`src/rtl/cr_cpu_pkg.sv`:
```
`default_nettype none
// ============================================================================
// Module      : cr_cpu_pkg
// Description : Shared definitions for the decode/sequencing stage.
//               Provides opcode encodings, the decoder state enum, default
//               parameter values and the branch target helper.
// Revision    : 1.0 - initial release
// ============================================================================
package cr_cpu_pkg;

    // Opcode encodings (instr[15:12]); 0x7-0xF are undefined
    localparam logic [3:0] c_op_nop   = 4'h0;
    localparam logic [3:0] c_op_alu   = 4'h1;
    localparam logic [3:0] c_op_load  = 4'h2;
    localparam logic [3:0] c_op_store = 4'h3;
    localparam logic [3:0] c_op_jmp   = 4'h4;
    localparam logic [3:0] c_op_bz    = 4'h5;
    localparam logic [3:0] c_op_bnz   = 4'h6;

    localparam logic [15:0] c_halt_word_default   = 16'hFFFF;
    localparam int          c_count_width_default = 16;

    typedef enum logic [1:0] {
        ST_FLUSH    = 2'd0,
        ST_EXEC     = 2'd1,
        ST_MEM_WAIT = 2'd2,
        ST_HALT     = 2'd3
    } state_t;

    // PC-relative target with a signed 8-bit offset, 16-bit wrap-around
    function automatic logic [15:0] branch_target(input logic [15:0] pc,
                                                  input logic [7:0]  offset);
        return pc + {{8{offset[7]}}, offset};
    endfunction

endpackage
`default_nettype wire

```
`src/rtl/instruction_decoder_if.sv`:
```
`default_nettype none
// ============================================================================
// Module      : instruction_decoder_if
// Description : Bundle of fetch, datapath-control and memory-handshake
//               signals between the decoder and the rest of the core.
//               Signal prefixes are from the decoder's point of view.
//   master : decoder side (consumes fetch/datapath status, drives controls)
//   slave  : core side (drives fetch/datapath status, consumes controls)
// Revision    : 1.0 - initial release
// ============================================================================
interface instruction_decoder_if #(
    parameter int COUNT_WIDTH = 16
);
    logic [15:0]            i_instruction;
    logic [15:0]            i_pc_addr;
    logic                   i_zero;
    logic                   i_mem_ready;
    logic                   o_pc_inc;
    logic                   o_pc_load;
    logic [15:0]            o_pc_addr;
    logic [3:0]             o_alu_op;
    logic [7:0]             o_operand;
    logic                   o_reg_we;
    logic                   o_mem_req;
    logic                   o_mem_we;
    logic                   o_illegal;
    logic                   o_halted;
    logic [COUNT_WIDTH-1:0] o_retired;
    logic [COUNT_WIDTH-1:0] o_bubbles;

    modport master (
        input  i_instruction, i_pc_addr, i_zero, i_mem_ready,
        output o_pc_inc, o_pc_load, o_pc_addr, o_alu_op, o_operand,
               o_reg_we, o_mem_req, o_mem_we, o_illegal, o_halted,
               o_retired, o_bubbles
    );

    modport slave (
        output i_instruction, i_pc_addr, i_zero, i_mem_ready,
        input  o_pc_inc, o_pc_load, o_pc_addr, o_alu_op, o_operand,
               o_reg_we, o_mem_req, o_mem_we, o_illegal, o_halted,
               o_retired, o_bubbles
    );
endinterface
`default_nettype wire

```
`src/rtl/decoder_perf_counter.sv`:
```
`default_nettype none
// ============================================================================
// Module      : decoder_perf_counter
// Description : Saturating event counter with enable.
//   i_clk   : clock, rising edge
//   i_rst_n : asynchronous active-low reset, clears the count
//   i_en    : count one event this cycle
//   o_count : current count, sticks at all-ones
// Revision    : 1.0 - initial release
// ============================================================================
module decoder_perf_counter #(
    parameter int WIDTH = 16
) (
    input  wire logic             i_clk,
    input  wire logic             i_rst_n,
    input  wire logic             i_en,
    output logic      [WIDTH-1:0] o_count
);
    localparam logic [WIDTH-1:0] c_one = {{(WIDTH-1){1'b0}}, 1'b1};

    logic [WIDTH-1:0] r_count_q;
    logic [WIDTH-1:0] w_count_d;

    always_comb begin
        w_count_d = r_count_q;
        if (i_en && (r_count_q != '1)) begin
            w_count_d = r_count_q + c_one;
        end
    end

    always_ff @(posedge i_clk or negedge i_rst_n) begin
        if (!i_rst_n) begin
            r_count_q <= '0;
        end else begin
            r_count_q <= w_count_d;
        end
    end

    assign o_count = r_count_q;

endmodule
`default_nettype wire

```
`src/rtl/instruction_decoder.sv`:
```
`default_nettype none
// ============================================================================
// Module      : instruction_decoder
// Description : Decode/sequencing stage behind the program counter. Decodes
//               the fetched word into single-cycle datapath controls, steers
//               the PC (increment / load target), discards the stale word
//               after reset and after every PC load, and stalls fetch while
//               a data-memory access is outstanding.
//   i_clk   : core clock, rising edge
//   i_rst_n : asynchronous active-low reset; forces every output to 0
//   bus     : instruction_decoder_if.master (fetch inputs, controls,
//             memory handshake, performance counters)
// Build option : INSTR_DECODER_PERF_EN enables the retired/bubble counters;
//                otherwise o_retired and o_bubbles are tied to 0.
// Revision    : 1.0 - initial release
// ============================================================================
module instruction_decoder
    import cr_cpu_pkg::*;
#(
    parameter logic [15:0] HALT_WORD   = c_halt_word_default,
    parameter int          COUNT_WIDTH = c_count_width_default
) (
    input  wire logic             i_clk,
    input  wire logic             i_rst_n,
    instruction_decoder_if.master bus
);

    state_t      r_state_q;
    state_t      w_state_d;
    logic [15:0] r_instr_q;
    logic [15:0] w_instr_d;

    logic [3:0]  w_opcode;
    logic [3:0]  w_wait_opcode;
    logic [15:0] w_target;

    logic        w_pc_inc;
    logic        w_pc_load;
    logic [15:0] w_pc_addr;
    logic [3:0]  w_alu_op;
    logic [7:0]  w_operand;
    logic        w_reg_we;
    logic        w_mem_req;
    logic        w_mem_we;
    logic        w_illegal;
    logic        w_halted;
    logic        w_retire_en;
    logic        w_bubble_en;

    assign w_opcode      = bus.i_instruction[15:12];
    assign w_wait_opcode = r_instr_q[15:12];
    assign w_target      = branch_target(bus.i_pc_addr, bus.i_instruction[7:0]);

    // ------------------------------------------------------------------
    // Next-state and control decode
    // ------------------------------------------------------------------
    always_comb begin
        w_state_d   = r_state_q;
        w_instr_d   = r_instr_q;
        w_pc_inc    = 1'b0;
        w_pc_load   = 1'b0;
        w_pc_addr   = '0;
        w_alu_op    = '0;
        w_operand   = '0;
        w_reg_we    = 1'b0;
        w_mem_req   = 1'b0;
        w_mem_we    = 1'b0;
        w_illegal   = 1'b0;
        w_halted    = 1'b0;
        w_retire_en = 1'b0;
        w_bubble_en = 1'b0;

        case (r_state_q)
            // Stale word from the fetch path: drop it, keep fetch moving
            ST_FLUSH: begin
                w_pc_inc    = 1'b1;
                w_bubble_en = 1'b1;
                w_state_d   = ST_EXEC;
            end

            ST_EXEC: begin
                // Halt word is checked first so it overrides its opcode field
                if (bus.i_instruction == HALT_WORD) begin
                    w_state_d = ST_HALT;
                end else begin
                    w_alu_op  = bus.i_instruction[11:8];
                    w_operand = bus.i_instruction[7:0];
                    case (w_opcode)
                        c_op_nop: begin
                            w_pc_inc    = 1'b1;
                            w_retire_en = 1'b1;
                        end
                        c_op_alu: begin
                            w_reg_we    = 1'b1;
                            w_pc_inc    = 1'b1;
                            w_retire_en = 1'b1;
                        end
                        c_op_load, c_op_store: begin
                            w_mem_req = 1'b1;
                            w_mem_we  = (w_opcode == c_op_store);
                            if (bus.i_mem_ready) begin
                                w_reg_we    = (w_opcode == c_op_load);
                                w_pc_inc    = 1'b1;
                                w_retire_en = 1'b1;
                            end else begin
                                // Fetch input will change under us; hold the word
                                w_instr_d = bus.i_instruction;
                                w_state_d = ST_MEM_WAIT;
                            end
                        end
                        c_op_jmp, c_op_bz, c_op_bnz: begin
                            w_pc_addr   = w_target;
                            w_retire_en = 1'b1;
                            if ((w_opcode == c_op_jmp) ||
                                ((w_opcode == c_op_bz)  &&  bus.i_zero) ||
                                ((w_opcode == c_op_bnz) && !bus.i_zero)) begin
                                w_pc_load = 1'b1;
                                w_state_d = ST_FLUSH;
                            end else begin
                                w_pc_inc = 1'b1;
                            end
                        end
                        default: begin
                            // Undefined opcode executes as a NOP
                            w_alu_op    = '0;
                            w_operand   = '0;
                            w_illegal   = 1'b1;
                            w_pc_inc    = 1'b1;
                            w_retire_en = 1'b1;
                        end
                    endcase
                end
            end

            // Controls come from the latched word; fetch is frozen on it
            ST_MEM_WAIT: begin
                w_alu_op    = r_instr_q[11:8];
                w_operand   = r_instr_q[7:0];
                w_mem_req   = 1'b1;
                w_mem_we    = (w_wait_opcode == c_op_store);
                w_bubble_en = 1'b1;
                if (bus.i_mem_ready) begin
                    w_reg_we    = (w_wait_opcode == c_op_load);
                    w_pc_inc    = 1'b1;
                    w_retire_en = 1'b1;
                    w_state_d   = ST_EXEC;
                end
            end

            ST_HALT: begin
                w_halted = 1'b1;
            end

            default: begin
                w_state_d = ST_FLUSH;
            end
        endcase
    end

    always_ff @(posedge i_clk or negedge i_rst_n) begin
        if (!i_rst_n) begin
            r_state_q <= ST_FLUSH;
            r_instr_q <= '0;
        end else begin
            r_state_q <= w_state_d;
            r_instr_q <= w_instr_d;
        end
    end

    // Reset gates the combinational controls so that a reset landing in
    // MEM_WAIT (or FLUSH, which drives o_pc_inc) takes effect immediately
    assign bus.o_pc_inc  = i_rst_n & w_pc_inc;
    assign bus.o_pc_load = i_rst_n & w_pc_load;
    assign bus.o_pc_addr = i_rst_n ? w_pc_addr : '0;
    assign bus.o_alu_op  = i_rst_n ? w_alu_op  : '0;
    assign bus.o_operand = i_rst_n ? w_operand : '0;
    assign bus.o_reg_we  = i_rst_n & w_reg_we;
    assign bus.o_mem_req = i_rst_n & w_mem_req;
    assign bus.o_mem_we  = i_rst_n & w_mem_we;
    assign bus.o_illegal = i_rst_n & w_illegal;
    assign bus.o_halted  = i_rst_n & w_halted;

    // ------------------------------------------------------------------
    // Performance counters
    // ------------------------------------------------------------------
`ifdef INSTR_DECODER_PERF_EN
    if (1'b1) begin : g_perf_counters
        decoder_perf_counter #(
            .WIDTH (COUNT_WIDTH)
        ) u_retired_cnt (
            .i_clk   (i_clk),
            .i_rst_n (i_rst_n),
            .i_en    (w_retire_en),
            .o_count (bus.o_retired)
        );

        decoder_perf_counter #(
            .WIDTH (COUNT_WIDTH)
        ) u_bubbles_cnt (
            .i_clk   (i_clk),
            .i_rst_n (i_rst_n),
            .i_en    (w_bubble_en),
            .o_count (bus.o_bubbles)
        );
    end
`else
    if (1'b1) begin : g_no_perf_counters
        logic w_unused_perf;
        assign w_unused_perf = w_retire_en ^ w_bubble_en;
        assign bus.o_retired = '0;
        assign bus.o_bubbles = '0;
    end
`endif

endmodule
`default_nettype wire

```
`src/flat_wrapper.sv`:
```
// flat-port wrapper written by rule: the top's interface ports become plain ports
module instruction_decoder_flat import cr_cpu_pkg::*;
#(
    parameter logic [15:0] HALT_WORD   = c_halt_word_default,
    parameter int          COUNT_WIDTH = c_count_width_default
)
  (i_clk, i_rst_n, bus_i_instruction, bus_i_pc_addr, bus_i_zero, bus_i_mem_ready, bus_o_pc_inc, bus_o_pc_load, bus_o_pc_addr, bus_o_alu_op, bus_o_operand, bus_o_reg_we, bus_o_mem_req, bus_o_mem_we, bus_o_illegal, bus_o_halted, bus_o_retired, bus_o_bubbles);
  instruction_decoder_if #(.COUNT_WIDTH(COUNT_WIDTH)) bus_i ();
  input  wire logic i_clk;
  input  wire logic i_rst_n;
  input wire logic [$bits(bus_i.i_instruction)-1:0] bus_i_instruction;
  input wire logic [$bits(bus_i.i_pc_addr)-1:0] bus_i_pc_addr;
  input wire logic [$bits(bus_i.i_zero)-1:0] bus_i_zero;
  input wire logic [$bits(bus_i.i_mem_ready)-1:0] bus_i_mem_ready;
  output wire logic [$bits(bus_i.o_pc_inc)-1:0] bus_o_pc_inc;
  output wire logic [$bits(bus_i.o_pc_load)-1:0] bus_o_pc_load;
  output wire logic [$bits(bus_i.o_pc_addr)-1:0] bus_o_pc_addr;
  output wire logic [$bits(bus_i.o_alu_op)-1:0] bus_o_alu_op;
  output wire logic [$bits(bus_i.o_operand)-1:0] bus_o_operand;
  output wire logic [$bits(bus_i.o_reg_we)-1:0] bus_o_reg_we;
  output wire logic [$bits(bus_i.o_mem_req)-1:0] bus_o_mem_req;
  output wire logic [$bits(bus_i.o_mem_we)-1:0] bus_o_mem_we;
  output wire logic [$bits(bus_i.o_illegal)-1:0] bus_o_illegal;
  output wire logic [$bits(bus_i.o_halted)-1:0] bus_o_halted;
  output wire logic [$bits(bus_i.o_retired)-1:0] bus_o_retired;
  output wire logic [$bits(bus_i.o_bubbles)-1:0] bus_o_bubbles;
  assign bus_i.i_instruction = bus_i_instruction;
  assign bus_i.i_pc_addr = bus_i_pc_addr;
  assign bus_i.i_zero = bus_i_zero;
  assign bus_i.i_mem_ready = bus_i_mem_ready;
  assign bus_o_pc_inc = bus_i.o_pc_inc;
  assign bus_o_pc_load = bus_i.o_pc_load;
  assign bus_o_pc_addr = bus_i.o_pc_addr;
  assign bus_o_alu_op = bus_i.o_alu_op;
  assign bus_o_operand = bus_i.o_operand;
  assign bus_o_reg_we = bus_i.o_reg_we;
  assign bus_o_mem_req = bus_i.o_mem_req;
  assign bus_o_mem_we = bus_i.o_mem_we;
  assign bus_o_illegal = bus_i.o_illegal;
  assign bus_o_halted = bus_i.o_halted;
  assign bus_o_retired = bus_i.o_retired;
  assign bus_o_bubbles = bus_i.o_bubbles;
  instruction_decoder #(.HALT_WORD(HALT_WORD), .COUNT_WIDTH(COUNT_WIDTH)) u_core (.i_clk(i_clk), .i_rst_n(i_rst_n), .bus(bus_i));
endmodule
```
`config.mk`:
```
export PLATFORM = sky130hd
export DESIGN_NAME = instruction_decoder_flat
export DESIGN_NICKNAME = d
export VERILOG_FILES = /design/src/rtl/cr_cpu_pkg.sv /design/src/rtl/instruction_decoder_if.sv /design/src/rtl/decoder_perf_counter.sv /design/src/rtl/instruction_decoder.sv /design/src/flat_wrapper.sv
export SDC_FILE = /design/constraint.sdc
export NUM_CORES = 1
export LEC_CHECK = 0
export ABC_AREA = 1
export BUFFER_PORTS_ARGS = -buffer_cell sky130_fd_sc_hd__buf_2
export CORE_AREA = 2 2 74 76
export CTS_CLUSTER_DIAMETER = 50
export DETAILED_ROUTE_END_ITERATION = 7
export DIE_AREA = 0 0 76 78
export PLACE_DENSITY_LB_ADDON = 0.15
export SYNTH_ARGS = -nofsm -noshare
export SYNTH_HDL_FRONTEND = slang
export SYNTH_SLANG_ARGS = --single-unit
```
`constraint.sdc`:
```
create_clock -name i_clk -period 1.8 [get_ports i_clk]
set_input_delay 0.18 -clock i_clk [delete_from_list [all_inputs] [get_ports i_clk]]
set_output_delay 0.18 -clock i_clk [all_outputs]
set_load 0.05 [all_outputs]
```
==> results of run 1 <==
## flip-flops by register name (all words and copies together), names as in the netlist
signal	count
u_core.r_state_q	2
u_core.r_instr_q	16
## stage by stage
| step | worst slack [ps] | area [µm²] |
|---|---|---|
| floorplan | -324 | 2720 |
| global placement | -128 | 3140 |
| detailed placement | -150 | 3140 |
| CTS | -26.6 | 3470 |
| global route | -119 | 4010 |
| finish | -48.7 | 4010 |
## repair_timing
item,CTS,global route
endpoints found under the hold margin,18,0
pin swaps,3,14
hold buffers,1,0
endpoints found under the setup margin,33,33
resized for setup,78,103
buffers inserted,2,2
cloned,1,1
## power breakdown
group,internal [µW],leakage (µW),switching [µW]
clock,194,0.0000288,136
combinational,884,0.00180,1510
sequential,583,0.000223,122
## routing by layer
metal  GRT usage  vias up
met4      0.0618        0
met2       0.437      156
li1            -     1418
met1       0.264     1385
met5           0        -
met3      0.0314       22
## cell type report
| type | instances | area share |
|---|---|---|
| multi-input combinational | 322 | 0.552 |
| timing repair buffer | 110 | 0.235 |
| sequential | 18 | 0.113 |
| inverter | 66 | 0.0649 |
| tap | 70 | 0.0218 |
| clock buffer | 4 | 0.0137 |
## kinds of logic after synthesis
| logic type | after synthesis | share of synthesized area |
|---|---|---|
| DFF | 18 | 0.183 |
| other | 1 | 0.00152 |
| and+or+nand+nor | 229 | 0.396 |
| AOI/OAI and AO/OA | 33 | 0.0690 |
| xor gates and xnor gates | 7 | 0.0248 |
| adders and majority gates | 21 | 0.110 |
| buffers and inverters | 106 | 0.217 |
## critical path: cells and delay by family
family	cells	cell delay, ps
simple gates	6	760
fa+ha+maj	1	390
buf+inv	2	330
## cells in the mapped netlist (all sizes together)
master	n	area, µm²
buf	37	275
o21ai	3	15.0
nand2	151	569
xor2	3	26.3
clkbuf	3	11.3
a21oi	28	140
ha	20	250
fa	1	20.0
or2	3	18.8
nand4	9	56.3
o211ai	1	7.51
inv	66	248
xnor2	4	35.0
nand3	23	115
dfrtp	18	450
nor2	36	169
nand3b	1	7.51
conb	1	3.75
nor3	6	41.3
o21bai	1	7.51
## worst min-delay path by stage
stage / from / endpoint / slack [ps]
floorplan: i_rst_n / u_core.r_instr_q[0] / -120
global placement: i_rst_n / u_core.r_instr_q[11] / 180
detailed placement: i_rst_n / u_core.r_instr_q[14] / 180
CTS: bus_i_instruction[10] / u_core.r_instr_q[10] / 170
global route: bus_i_instruction[11] / u_core.r_instr_q[11] / 180
finish: bus_i_instruction[8] / u_core.r_instr_q[8] / 170
==> impl_metrics.tcl, run 1 <==
set metrics [dict create \
    crit_slowest_cell "ha_1" \
    dp.cells 580 \
    finalWeightedCongestion 0.873 \
    status "finished, violations left" \
    insertion_delay_ps 250 \
    timing.final.ws_setup_ps -48.7 \
    drc_errors 0 \
    final_cell_mix "132 x nand2_1, 50 x inv_1, 37 x buf_4" \
    fmax_ghz 0.541 \
    worst_r2r_path_depth 10 \
    h-tree-depth 1 \
    numCtsBuffers 3 \
    ys_ff_latch 18 \
    cts_tree "yes" \
    path_cells "buf_4 -> ha_1 -> nand2_1 -> nor3_2 -> nand2_4 -> nand3_4 -> nand2_4 -> nor2_4 -> buf_8" \
    critical_path.max_stage_delay_ps 390 \
    finClkSkew_ps 3.00 \
    arrival_ps 1670 \
    antenna_cells 0 \
    synth_cells 415 \
    crit_type "in2out" \
    whs_ps 166 \
    wirelength_mm 8.64 \
    fillers 349 \
    cpMostUsedCell "nand2_4" \
    start_kind "input port" \
    ys_types 31 \
    cp-end-kind "output pin" \
    p_per_area_nw_per_um2 854 \
    multiInputGateArea_um2 2220 \
    routed.top_layer "met4" \
    slew_violations 0 \
    syn2layout_area_growth_pct 62.6 \
    drive_above_1_share 0.429 \
    first_global_vias 2703 \
    r2r_start "u_core.r_state_q[1]" \
    maxCapViolCount 0 \
    synth.avg_cell_area_um2 5.95 \
    grt.overflow.total 0 \
    mostFrequentLayoutCell "nand2_1" \
    cts_buffer_depth 2 \
    seqCellArea_um2 452 \
    grt_use_total 0.228 \
    post-route-util 0.796 \
    worstReg2RegEnd "u_core.r_instr_q[5]" \
    io_buffers 70 \
    fin_crit_sh 1.03 \
    hold_class "in2reg" \
    num_vias 2981 \
    final-hold-violation-count 0 \
    wl_met3_um 514 \
    crit_required_ps 1620 \
    stdcell_count 590 \
    grt_pass1_wl_mm 11.4 \
    dieArea_um2 5930 \
    p_total_uw 3430 \
    peakVddDrop_mv 0.435 \
    path_max_fanout 9 \
    die_height_um 78 \
    routedWlPerCell_um 14.6 \
    io_pins 103 \
    seq_area_frac_synth 0.183 \
    row_count 26 \
    dr.pass1.iters 4 \
    antenna_found_initial 0 \
    wl_met2_mm 4.69 \
    yosys_warnings 0 \
    period_needed_ps 1850 \
    first_iter_violations 207 \
    tns_ps -162 \
    viasPerCell 5.05 \
    startpoint "bus_i_instruction[7]" \
    nNetsFinal 578 \
    cts.sinks 18 \
    ant_nets 0 \
    start_util 0.489 \
    cts.reportedPaths.clkPinSlew_ps 70 \
    ff2ff_setup_slack_ps 240 \
    wl_met1_mm 3.24 \
    min_delay_path_depth 3 \
    dp_hpwl_mm 5.14 \
    p_leak_uw 0.00205 \
    cp-endpoint "bus_o_pc_addr[14]" \
    violations "negative setup slack" \
    netlist_area_um2 2470 \
    finalSetupViolCount 6 \
    grt_max_degree 17 \
    coreArea_um2 5040 \
    rsz0062_at_grt "true" \
    root_buffer "clkbuf_8" \
    die_w_um 76 \
]
(Power assumes the default switching activity.)
==> run 2: changes to the inputs <==
- CORE_AREA: 2 2 74 76 -> 2 2 95 60
- DIE_AREA: 0 0 76 78 -> 0 0 97 62
==> impl_metrics.tcl, run 2 (same netlist as run 1, synthesis figures left out) <==
set metrics [dict create \
    status "finished, violations left" \
    violations "negative setup slack" \
    period_needed_ps 1860 \
    drive_above_1_share 0.413 \
    rsz0062_at_grt "true" \
    cts.sinks 18 \
    fmax_ghz 0.537 \
    routed.top_layer "met4" \
    dp_hpwl_mm 5.61 \
    io_pins 103 \
    dr.pass1.iters 4 \
    cp-end-kind "output pin" \
    tightest_slew_ps 852 \
    p_leak_uw 0.00204 \
    wl_met3_um 581 \
    first_global_vias 2662 \
    die_height_um 62 \
    start_kind "input port" \
    fin_crit_sh 1.03 \
    top_register "u_core.r_instr_q" \
    maxCapViolCount 0 \
    r2r_start "u_core.r_state_q[0]" \
    num_vias 2949 \
    grt_pass1_wl_mm 12.1 \
    wl_met2_mm 3.87 \
    numCtsBuffers 3 \
    finalSetupViolCount 22 \
    mostFrequentLayoutCell "nand2_1" \
    antenna_found_initial 0 \
    hold_class "in2reg" \
    p_total_uw 3470 \
    coreArea_um2 5280 \
    largest_reg_flops 16 \
    dieArea_um2 6010 \
    cts.reportedPaths.clkPinSlew_ps 70 \
    syn2layout_area_growth_pct 62.0 \
    routedWlPerCell_um 14.2 \
    drc_errors 0 \
    root_buffer "clkbuf_8" \
    grt.overflow.total 0 \
    row_count 21 \
    first_iter_violations 193 \
    nNetsFinal 578 \
    arrival_ps 1680 \
    io_buffers 70 \
    finalWeightedCongestion 0.912 \
    start_util 0.467 \
    ant_nets 0 \
    grt_use_total 0.254 \
    viasPerCell 5.01 \
    cts_tree "yes" \
    timing.final.ws_setup_ps -60.8 \
    peakVddDrop_mv 0.466 \
    finClkSkew_ps 2.59 \
    die_w_um 97 \
    fillers 365 \
    whs_ps 155 \
    antenna_cells 0 \
    final-hold-violation-count 0 \
    cts_buffer_depth 2 \
    grt_max_degree 19 \
    largest_registers "u_core.r_instr_q (16), u_core.r_state_q (2)" \
    h-tree-depth 1 \
    crit_type "in2out" \
    worstHoldStart "bus_i_instruction[8]" \
    p_per_area_nw_per_um2 869 \
    post-route-util 0.757 \
    path_max_fanout 10 \
    insertion_delay_ps 260 \
    crit_required_ps 1620 \
    post-place-ws_ps -143 \
    slew_violations 0 \
    wirelength_mm 8.39 \
    max_slew_margin 0.430 \
    wl_met1_mm 3.81 \
    final_cell_mix "133 x nand2_1, 51 x inv_1, 34 x buf_4, 34 x buf_2" \
    startpoint "bus_i_instruction[7]" \
]
## run 2: cell count changes in the layout (fill, tap and decap cells not counted), moves of 3 or more
cell | before | now
ha_1 | 4 | 7
buf_8 | 8 | 5
a21oi_4 | 10 | 15
buf_4 | 37 | 34
buf_6 | 26 | 32
a21oi_2 | 12 | 8
ha_4 | 15 | 12
## run 2: final cells by class
type / instances / area [µm²] / area share
repair buffers: 110 / 958 / 0.240
flip-flops and latches: 18 / 450 / 0.113
well taps: 69 / 86.3 / 0.0216
clock buffers: 4 / 55.1 / 0.0138
multi-input cells: 322 / 2180 / 0.546
inverters: 66 / 264 / 0.0660
## run 2: through the flow
| stage | cells | instance area, µm² | setup TNS (ps) |
|---|---|---|---|
| floorplan | 446 | 2720 | -3800 |
| global placement | 580 | 3170 | -763 |
| detailed placement | 580 | 3170 | -1040 |
| CTS | 589 | 3690 | -165 |
| global route | 589 | 4000 | -2890 |
| finish | 589 | 4000 | -637 |
## run 2: layer usage
metal	global-route usage	vias to the layer above
li1	-	1422
met4	0.0443	0
met5	0	-
met2	0.420	139
met3	0.0414	14
met1	0.363	1374
## run 2: repair_timing
action / 4_1_cts / 5_1_grt
pin swaps: 2 / 16
gates cloned: 2 / 0
hold endpoints to repair: 18 / 0
hold buffers: 1 / 0
resized for setup: 109 / 68
buffers inserted: 2 / 1
setup endpoints to repair: 33 / 34
## run 2: power by group
| part | internal, µW | switching [µW] | leakage [µW] |
|---|---|---|---|
| sequential | 581 | 96.3 | 0.000224 |
| combinational | 891 | 1560 | 0.00179 |
| clock | 195 | 149 | 0.0000288 |
| total | 1670 | 1810 | 0.00204 |
## run 2: worst paths after layout
check | endpoint | slack (ps) | cells past startpoint
worst max-delay path | bus_o_pc_addr[14] | -60 | 11
max in group asynchronous | u_core.r_instr_q[2] | 570 | 3
min in group asynchronous | u_core.r_instr_q[10] | 700 | 3
worst min register to register | u_core.r_instr_q[4] | 470 | 2
worst max register to register | u_core.r_instr_q[1] | 210 | 10
worst min-delay path | u_core.r_instr_q[8] | 150 | 3
## run 2: critical path, stage by stage
cell and delay, ps:
buf_4 180, ha_1 350, nand2_1 180, inv_1 70, nand2_1 80, nand2_1 60, a21oi_2 170, nand3_2 110
nand2_4 100, nor2_4 40, buf_8 140
